### src/rtl/core_axi_pkg.sv
// Shared encodings for the AXI4-Lite memory arbiter: FSM states, response codes
// and master index constants.
package core_axi_pkg;

  typedef enum logic [1:0] {
    RD_IDLE = 2'd0,
    RD_ADDR = 2'd1,
    RD_DATA = 2'd2
  } rd_state_e;

  typedef enum logic [1:0] {
    WR_IDLE = 2'd0,
    WR_REQ  = 2'd1,
    WR_RESP = 2'd2
  } wr_state_e;

  localparam logic [1:0] AXI_RESP_OKAY   = 2'b00;
  localparam logic [1:0] AXI_RESP_EXOKAY = 2'b01;
  localparam logic [1:0] AXI_RESP_SLVERR = 2'b10;
  localparam logic [1:0] AXI_RESP_DECERR = 2'b11;

  localparam logic M0_IDX = 1'b0;
  localparam logic M1_IDX = 1'b1;

endpackage

### src/rtl/core_arb_select.sv
// Two-request read arbiter. Fixed priority M1 > M0 by default; round-robin with a
// last-served pointer when ARB_ROUND_ROBIN_EN is defined.
module core_arb_select
  import core_axi_pkg::*;
(
  input  logic CLK,
  input  logic NRST,
  input  logic req_m0,
  input  logic req_m1,
  input  logic done,
  input  logic done_idx,
  output logic winner
);

`ifdef ARB_ROUND_ROBIN_EN
  logic last_idx;

  always_ff @(posedge CLK) begin
    if (!NRST) begin
      last_idx <= M0_IDX;
    end else if (done) begin
      last_idx <= done_idx;
    end
  end

  // On a tie the master that was not served last wins
  always_comb begin
    winner = M1_IDX;
    if (req_m0 && req_m1) begin
      winner = (last_idx == M1_IDX) ? M0_IDX : M1_IDX;
    end else if (req_m0) begin
      winner = M0_IDX;
    end
  end
`else
  logic unused_rr;
  assign unused_rr = ^{CLK, NRST, done, done_idx};
  assign winner    = (req_m1 || !req_m0) ? M1_IDX : M0_IDX;
`endif

endmodule

### src/rtl/core_axil_mem_arbiter.sv
// Shares one AXI4-Lite memory slave between instruction fetch (M0, read-only) and
// the LSU (M1, read/write). Define ARB_ROUND_ROBIN_EN for round-robin read arbitration.
module core_axil_mem_arbiter
  import core_axi_pkg::*;
#(
  parameter int AXI_AWIDTH = 32,
  parameter int AXI_DWIDTH = 32
) (
  input  logic                    CLK,
  input  logic                    NRST,
  input  logic [AXI_AWIDTH-1:0]   M0_ARADDR,
  input  logic                    M0_ARVALID,
  output logic                    M0_ARREADY,
  output logic [AXI_DWIDTH-1:0]   M0_RDATA,
  output logic [1:0]              M0_RRESP,
  output logic                    M0_RVALID,
  input  logic                    M0_RREADY,
  input  logic [AXI_AWIDTH-1:0]   M1_ARADDR,
  input  logic                    M1_ARVALID,
  output logic                    M1_ARREADY,
  output logic [AXI_DWIDTH-1:0]   M1_RDATA,
  output logic [1:0]              M1_RRESP,
  output logic                    M1_RVALID,
  input  logic                    M1_RREADY,
  input  logic [AXI_AWIDTH-1:0]   M1_AWADDR,
  input  logic                    M1_AWVALID,
  output logic                    M1_AWREADY,
  input  logic [AXI_DWIDTH-1:0]   M1_WDATA,
  input  logic [AXI_DWIDTH/8-1:0] M1_WSTRB,
  input  logic                    M1_WVALID,
  output logic                    M1_WREADY,
  output logic [1:0]              M1_BRESP,
  output logic                    M1_BVALID,
  input  logic                    M1_BREADY,
  output logic [AXI_AWIDTH-1:0]   S_ARADDR,
  output logic                    S_ARVALID,
  input  logic                    S_ARREADY,
  input  logic [AXI_DWIDTH-1:0]   S_RDATA,
  input  logic [1:0]              S_RRESP,
  input  logic                    S_RVALID,
  output logic                    S_RREADY,
  output logic [AXI_AWIDTH-1:0]   S_AWADDR,
  output logic                    S_AWVALID,
  input  logic                    S_AWREADY,
  output logic [AXI_DWIDTH-1:0]   S_WDATA,
  output logic [AXI_DWIDTH/8-1:0] S_WSTRB,
  output logic                    S_WVALID,
  input  logic                    S_WREADY,
  input  logic [1:0]              S_BRESP,
  input  logic                    S_BVALID,
  output logic                    S_BREADY,
  output logic                    GNT_M1
);

  rd_state_e rd_state, rd_next;
  wr_state_e wr_state, wr_next;
  logic      grant, arb_winner, rd_done;
  logic      aw_done, w_done, aw_hs, w_hs, b_hs;

  core_arb_select u_arb_select (
    .CLK      (CLK),
    .NRST     (NRST),
    .req_m0   (M0_ARVALID),
    .req_m1   (M1_ARVALID),
    .done     (rd_done),
    .done_idx (grant),
    .winner   (arb_winner)
  );

  // Grant only moves in RD_IDLE, so it is stable for a whole transaction
  always_ff @(posedge CLK) begin
    if (!NRST) begin
      rd_state <= RD_IDLE;
      grant    <= M0_IDX;
    end else begin
      rd_state <= rd_next;
      if (rd_state == RD_IDLE && (M0_ARVALID || M1_ARVALID)) begin
        grant <= arb_winner;
      end
    end
  end

  always_comb begin
    rd_next    = rd_state;
    rd_done    = 1'b0;
    S_ARADDR   = (grant == M1_IDX) ? M1_ARADDR : M0_ARADDR;
    S_ARVALID  = 1'b0;
    S_RREADY   = 1'b0;
    M0_ARREADY = 1'b0;
    M1_ARREADY = 1'b0;
    M0_RVALID  = 1'b0;
    M1_RVALID  = 1'b0;
    case (rd_state)
      RD_IDLE: begin
        if (M0_ARVALID || M1_ARVALID) rd_next = RD_ADDR;
      end
      RD_ADDR: begin
        if (grant == M1_IDX) begin
          S_ARVALID  = M1_ARVALID;
          M1_ARREADY = S_ARREADY;
        end else begin
          S_ARVALID  = M0_ARVALID;
          M0_ARREADY = S_ARREADY;
        end
        if (S_ARVALID && S_ARREADY) rd_next = RD_DATA;
      end
      RD_DATA: begin
        if (grant == M1_IDX) begin
          M1_RVALID = S_RVALID;
          S_RREADY  = M1_RREADY;
        end else begin
          M0_RVALID = S_RVALID;
          S_RREADY  = M0_RREADY;
        end
        if (S_RVALID && S_RREADY) begin
          rd_done = 1'b1;
          rd_next = RD_IDLE;
        end
      end
      default: rd_next = RD_IDLE;
    endcase
  end

  assign M0_RDATA = S_RDATA;
  assign M0_RRESP = S_RRESP;
  assign M1_RDATA = S_RDATA;
  assign M1_RRESP = S_RRESP;
  assign GNT_M1   = (rd_state != RD_IDLE) && (grant == M1_IDX);

  always_ff @(posedge CLK) begin
    if (!NRST) begin
      wr_state <= WR_IDLE;
      aw_done  <= 1'b0;
      w_done   <= 1'b0;
    end else begin
      wr_state <= wr_next;
      if (b_hs) begin
        aw_done <= 1'b0;
        w_done  <= 1'b0;
      end else begin
        if (aw_hs) aw_done <= 1'b1;
        if (w_hs)  w_done  <= 1'b1;
      end
    end
  end

  // AW and W complete independently; a finished channel is masked until B returns
  always_comb begin
    wr_next    = wr_state;
    aw_hs      = 1'b0;
    w_hs       = 1'b0;
    b_hs       = 1'b0;
    S_AWVALID  = 1'b0;
    S_WVALID   = 1'b0;
    S_BREADY   = 1'b0;
    M1_AWREADY = 1'b0;
    M1_WREADY  = 1'b0;
    M1_BVALID  = 1'b0;
    case (wr_state)
      WR_IDLE: begin
        if (M1_AWVALID || M1_WVALID) wr_next = WR_REQ;
      end
      WR_REQ: begin
        S_AWVALID  = M1_AWVALID && !aw_done;
        M1_AWREADY = S_AWREADY && !aw_done;
        S_WVALID   = M1_WVALID && !w_done;
        M1_WREADY  = S_WREADY && !w_done;
        aw_hs      = S_AWVALID && S_AWREADY;
        w_hs       = S_WVALID && S_WREADY;
        if ((aw_done || aw_hs) && (w_done || w_hs)) wr_next = WR_RESP;
      end
      WR_RESP: begin
        M1_BVALID = S_BVALID;
        S_BREADY  = M1_BREADY;
        b_hs      = S_BVALID && M1_BREADY;
        if (b_hs) wr_next = WR_IDLE;
      end
      default: wr_next = WR_IDLE;
    endcase
  end

  assign S_AWADDR = M1_AWADDR;
  assign S_WDATA  = M1_WDATA;
  assign S_WSTRB  = M1_WSTRB;
  assign M1_BRESP = S_BRESP;

endmodule

### config.mk
export PLATFORM = sky130hd
export DESIGN_NAME = core_axil_mem_arbiter
export DESIGN_NICKNAME = d
export VERILOG_FILES = /design/src/rtl/core_axi_pkg.sv /design/src/rtl/core_arb_select.sv /design/src/rtl/core_axil_mem_arbiter.sv
export SDC_FILE = /design/constraint.sdc
export NUM_CORES = 1
export LEC_CHECK = 0
export CORE_AREA = 2 2 141 143
export CTS_BUF_LIST = sky130_fd_sc_hd__clkbuf_8
export CTS_CLUSTER_DIAMETER = 50
export DETAILED_ROUTE_END_ITERATION = 16
export DIE_AREA = 0 0 143 145
export HOLD_SLACK_MARGIN = 0.08
export PLACE_DENSITY = 0.46
export SLEW_MARGIN = 30
export SYNTH_ARGS = -nofsm -noshare
export SYNTH_HDL_FRONTEND = slang
export SYNTH_SLANG_ARGS = --single-unit
### constraint.sdc
create_clock -name CLK -period 1.3 [get_ports CLK]
set_input_delay 0.13 -clock CLK [delete_from_list [all_inputs] [get_ports CLK]]
set_output_delay 0.13 -clock CLK [all_outputs]
set_load 0.01 [all_outputs]
-- Word level (Yosys, flattened, before mapping)
Cells that the tools add are included.
- register bits after elaboration: 7
- input bits: 182
- output and inout bits: 183
- logic and storage cells: 75
- equality and inequality tests: 10
- multiplexer cells: 33
- bitwise logic cells: 1
- reductions and logical operators: 26
- operators by type and width (operator ; count):
    $mux W32 ; 1
    $mux W1 ; 24
    $logic_and A1 B1 Y1 ; 12
    $mux W2 ; 6
    $pmux W2 S3 ; 2
    $ne A2 B2 Y1 const B ; 5
    $reduce_and A3 Y1 ; 2
    $logic_or A1 B1 Y1 ; 5
    $eq A2 B1 Y1 const B ; 2
    $eq A2 B2 Y1 const B ; 2
    $logic_not A2 Y1 ; 2
    $logic_not A1 Y1 ; 3
    $ne A2 B1 Y1 const B ; 1
    $reduce_bool A2 Y1 ; 1
    $reduce_or A2 Y1 ; 1
    $not A1 Y1 ; 1

-- Longest topological paths before layout
- word-level depth: 7
- gate-level depth with buffers: 4
- mapped depth without buffers: 3

-- Cells and area by module
Synthesis repeated with hierarchy kept, for this count alone.
- cell total of the unflattened synthesis: 229
- area total of the unflattened synthesis: 1875.5 sq um
- by module, submodules not included (module ; instances ; cells an instance ; area an instance (sq um) ; seq. area each (sq um)):
    core_axil_mem_arbiter ; 1 ; 228 ; 1869.3 ; 140.1
    core_arb_select ; 1 ; 1 ; 6.3 ; 0.0

-- Worst setup path after synthesis
No wires, ideal clock.
- kind: register -> output
- start point: register grant
- end point: output port S_ARADDR[0]
- arrival: 0.962 ns
- required time: 1.170 ns
- setup slack: 0.208 ns
- stages on the path, launching flop included: 4
- cell sequence: dfxtp_1 buf_6 buf_4 mux2_2
- longest elaborated chain between the ends: 1
- ends and longest elaborated chain (what ; RTL line ; RTL):
    start: declaration ; core_axil_mem_arbiter.sv:57 ; logic grant, arb_winner, rd_done;
    start signal: assignment ; core_axil_mem_arbiter.sv:78 ; grant <= arb_winner;
    $mux W32 ; core_axil_mem_arbiter.sv:86 ; S_ARADDR = (grant == M1_IDX) ? M1_ARADDR : M0_ARADDR;
    end: declaration ; core_axil_mem_arbiter.sv:35 ; output logic [AXI_AWIDTH-1:0] S_ARADDR,
No other way between the ends.

-- Final worst setup path
- start point: register grant
- end point: output port S_ARADDR[24]
The elaborated chain is that of the path after synthesis.

==> results.toml <==
[logic_synthesis]
ys_warn_count = 0
syn_nets = 409
synth.distinct_cells = 25
synth-edff-count = 0
yosysSeqAreaShare_pct = 7.57
synth_top_area_share_pct = 57.2
netlist_top_cells_area = "buf_4 (57%), mux2_2 (19%), dfxtp_1 (7.6%)"
ys.flop_type = "dfxtp_1"
yosysTopAreaCell = "buf_4"
ys_ff_latch = 7
synthArstFlopShare_pct = 0
avgSynthCellArea_um2 = 8.16
synthCells = 227
synthMostInstantiatedCell = "buf_4"
syn-cell-area_um2 = 1850
synth_common_cells = "buf_4 (141), mux2_2 (32), nor2_1 (9)"

[routing]
routed-via-count = 1457
dr.first_iter.drc_count = 29
antenna_left = 0
drt-pass1-iter-count = 4
drc = 0
drt-vias-per-instance = 2.89
wl_per_cell_um = 16.3
drt_wl_total_um = 8210

[timing]
relSlewSlack_pct = 78.9
worst_pin_slew_ps = 312
hold_viol = 0
tns_ps = -5210
rsz0062_at_grt = "yes"
clock.fmax_mhz = 662
period_minus_slack_ps = 1510
layout_setup_ws_ps = -211
fin_skew_ps = 0.0445
drv_slew = 0
finalSetupViolations = 38
fin_crit_sh_pct = 116

[placed_design]
dpl.hpwl_um = 6210
gp_congestion = 0.779
pre_cts_ws_ps = -501
port_buffers = 122
dp_cells = 494

[finish]
area_growth_pct = 61.8
drive_gt1_share_pct = 55.4
final-seq-area_um2 = 146
fin_cells = 505
multi_input_area_um2 = 878
fill_cells = 2146
num-nets-final = 423
diodes = 0

[die]
core_area_um2 = 19200
initial_core_util_pct = 9.64
io_pins = 365
rows = 51
die_h_um = 145
die_w_um = 143
die-area_um2 = 20700

[cts]
insertion_delay_ps = 220
cts_max_level = 1
clock_sinks = 7
cts_max_path_buffers = 2
hold_buffers = 0
cts-root-buf = "clkbuf_8"
cts_tree = "yes"
clkSlewWorstSetupHoldPaths_ps = 40
cts_made_buffers = 3

[global_route]
grt_usage_pct = 7.44
grt_pass1_wl_um = 11200
antenna_found_initial = 0
grt_pass1_vias = 1662
grt.overflow.total = 0
grt_max_degree = 9

[status]
outcome = "finished with violations"
violations = "negative setup slack"

[pwr]
design_power_total_w = 0.00168
power.leakage_nw = 1.20
irDropWorstVdd_mv = 0.217
powerDensity_nw_per_um2 = 561

[critical_path]
worstPathArrival_ps = 1380
start_kind = "flip-flop"
criticalPathCategory = "flip-flop to output pin"
crit_path_max_fanout = 8
end_kind = "output pin"
required_ps = 1170

[worst_hold_path]
hp-class = "input port to output pin"

[job]
maxCapViolCount = 0
-- cell families (layout without fill, tap and decap cells) --
family | Yosys count | in the layout | share of synthesized area, %
buf+inv | 145 | 158 | 58.4
mux | 34 | 34 | 20.5
simple gates | 27 | 27 | 8.31
compound gates | 14 | 14 | 5.20
flops | 7 | 7 | 7.57
-- registers in the layout, summed over array words and instances, names as in the netlist --
register / count
aw_done: 1
grant: 1
rd_state: 2
w_done: 1
wr_state: 2
-- timing repair --
action                                  in CTS  in global routing
endpoints found under the hold margin        0                  0
cloned                                       4                  0
buffers inserted                             6                  3
endpoints found under the setup margin      45                 45
gates resized for setup                    270                 27
pin swaps                                    8                  4
-- cell type report --
cell class                 instances  share of cell area [%]
clock inverter                     1                   0.125
clock buffer                       3                    1.38
timing repair buffer             151                    52.6
tap                              265                    11.1
multi-input combinational         75                    29.3
inverter                           3                   0.627
sequential                         7                    4.89
-- metrics by stage --
step / hold slack, ps / area, µm² / utilization, %
2_1_floorplan: 275 / 1850 / -
3_3_place_gp: 260 / 2510 / 13.1
3_5_place_dp: 260 / 2510 / 13.1
4_1_cts: 260 / 2940 / 15.3
5_1_grt: 260 / 3000 / 15.6
6_report: 260 / 3000 / 15.6
-- critical path, stage by stage (launching register included) --
cell	delay [ps]
dfxtp_4	430
buf_12	140
buf_16	140
mux2_4	310
buf_6	120
-- per-layer routing --
| layer | GRT usage (%) | wire, µm | vias up |
|---|---|---|---|
| li1 | - | - | 632 |
| met1 | 8.68 | 3110 | 647 |
| met2 | 12.7 | 4120 | 129 |
| met3 | 2.15 | 735 | 49 |
| met4 | 2.97 | 246 | 0 |
| met5 | 0 | 0 | - |
-- where the power goes --
group,switching (W),internal (W),leakage (nW)
clock network,0.0000824,0.000203,0.0269
logic,0.000385,0.000750,1.12
registers,0.0000274,0.000231,0.0589
-- final timing paths --
| kind | slack, ps | endpoint | cells after the start | startpoint |
|---|---|---|---|---|
| setup / recovery | -210 | S_ARADDR[24] | 4 | grant |
| hold / removal | 260 | S_AWADDR[24] | 0 | M1_AWADDR[24] |
| setup reg to reg | 20 | grant | 7 | grant |
| hold reg to reg | 560 | rd_state[0] | 2 | rd_state[1] |
-- layout by cell type, fill, tap and decap left out, types with 3 or more instances in the layout --
cell type        instances
nor2_1                   5
buf_12                   5
buf_2                    8
nand2_1                  3
buf_4                   14
nor3b_2                  3
mux2_4                  32
clkdlybuf4s50_1         77
dfxtp_1                  4
buf_6                   43
clkbuf_8                 3
nor3b_4                  4
nor2_4                   3
a21oi_1                  4
Note: power is estimated with default switching activity, not from simulation.
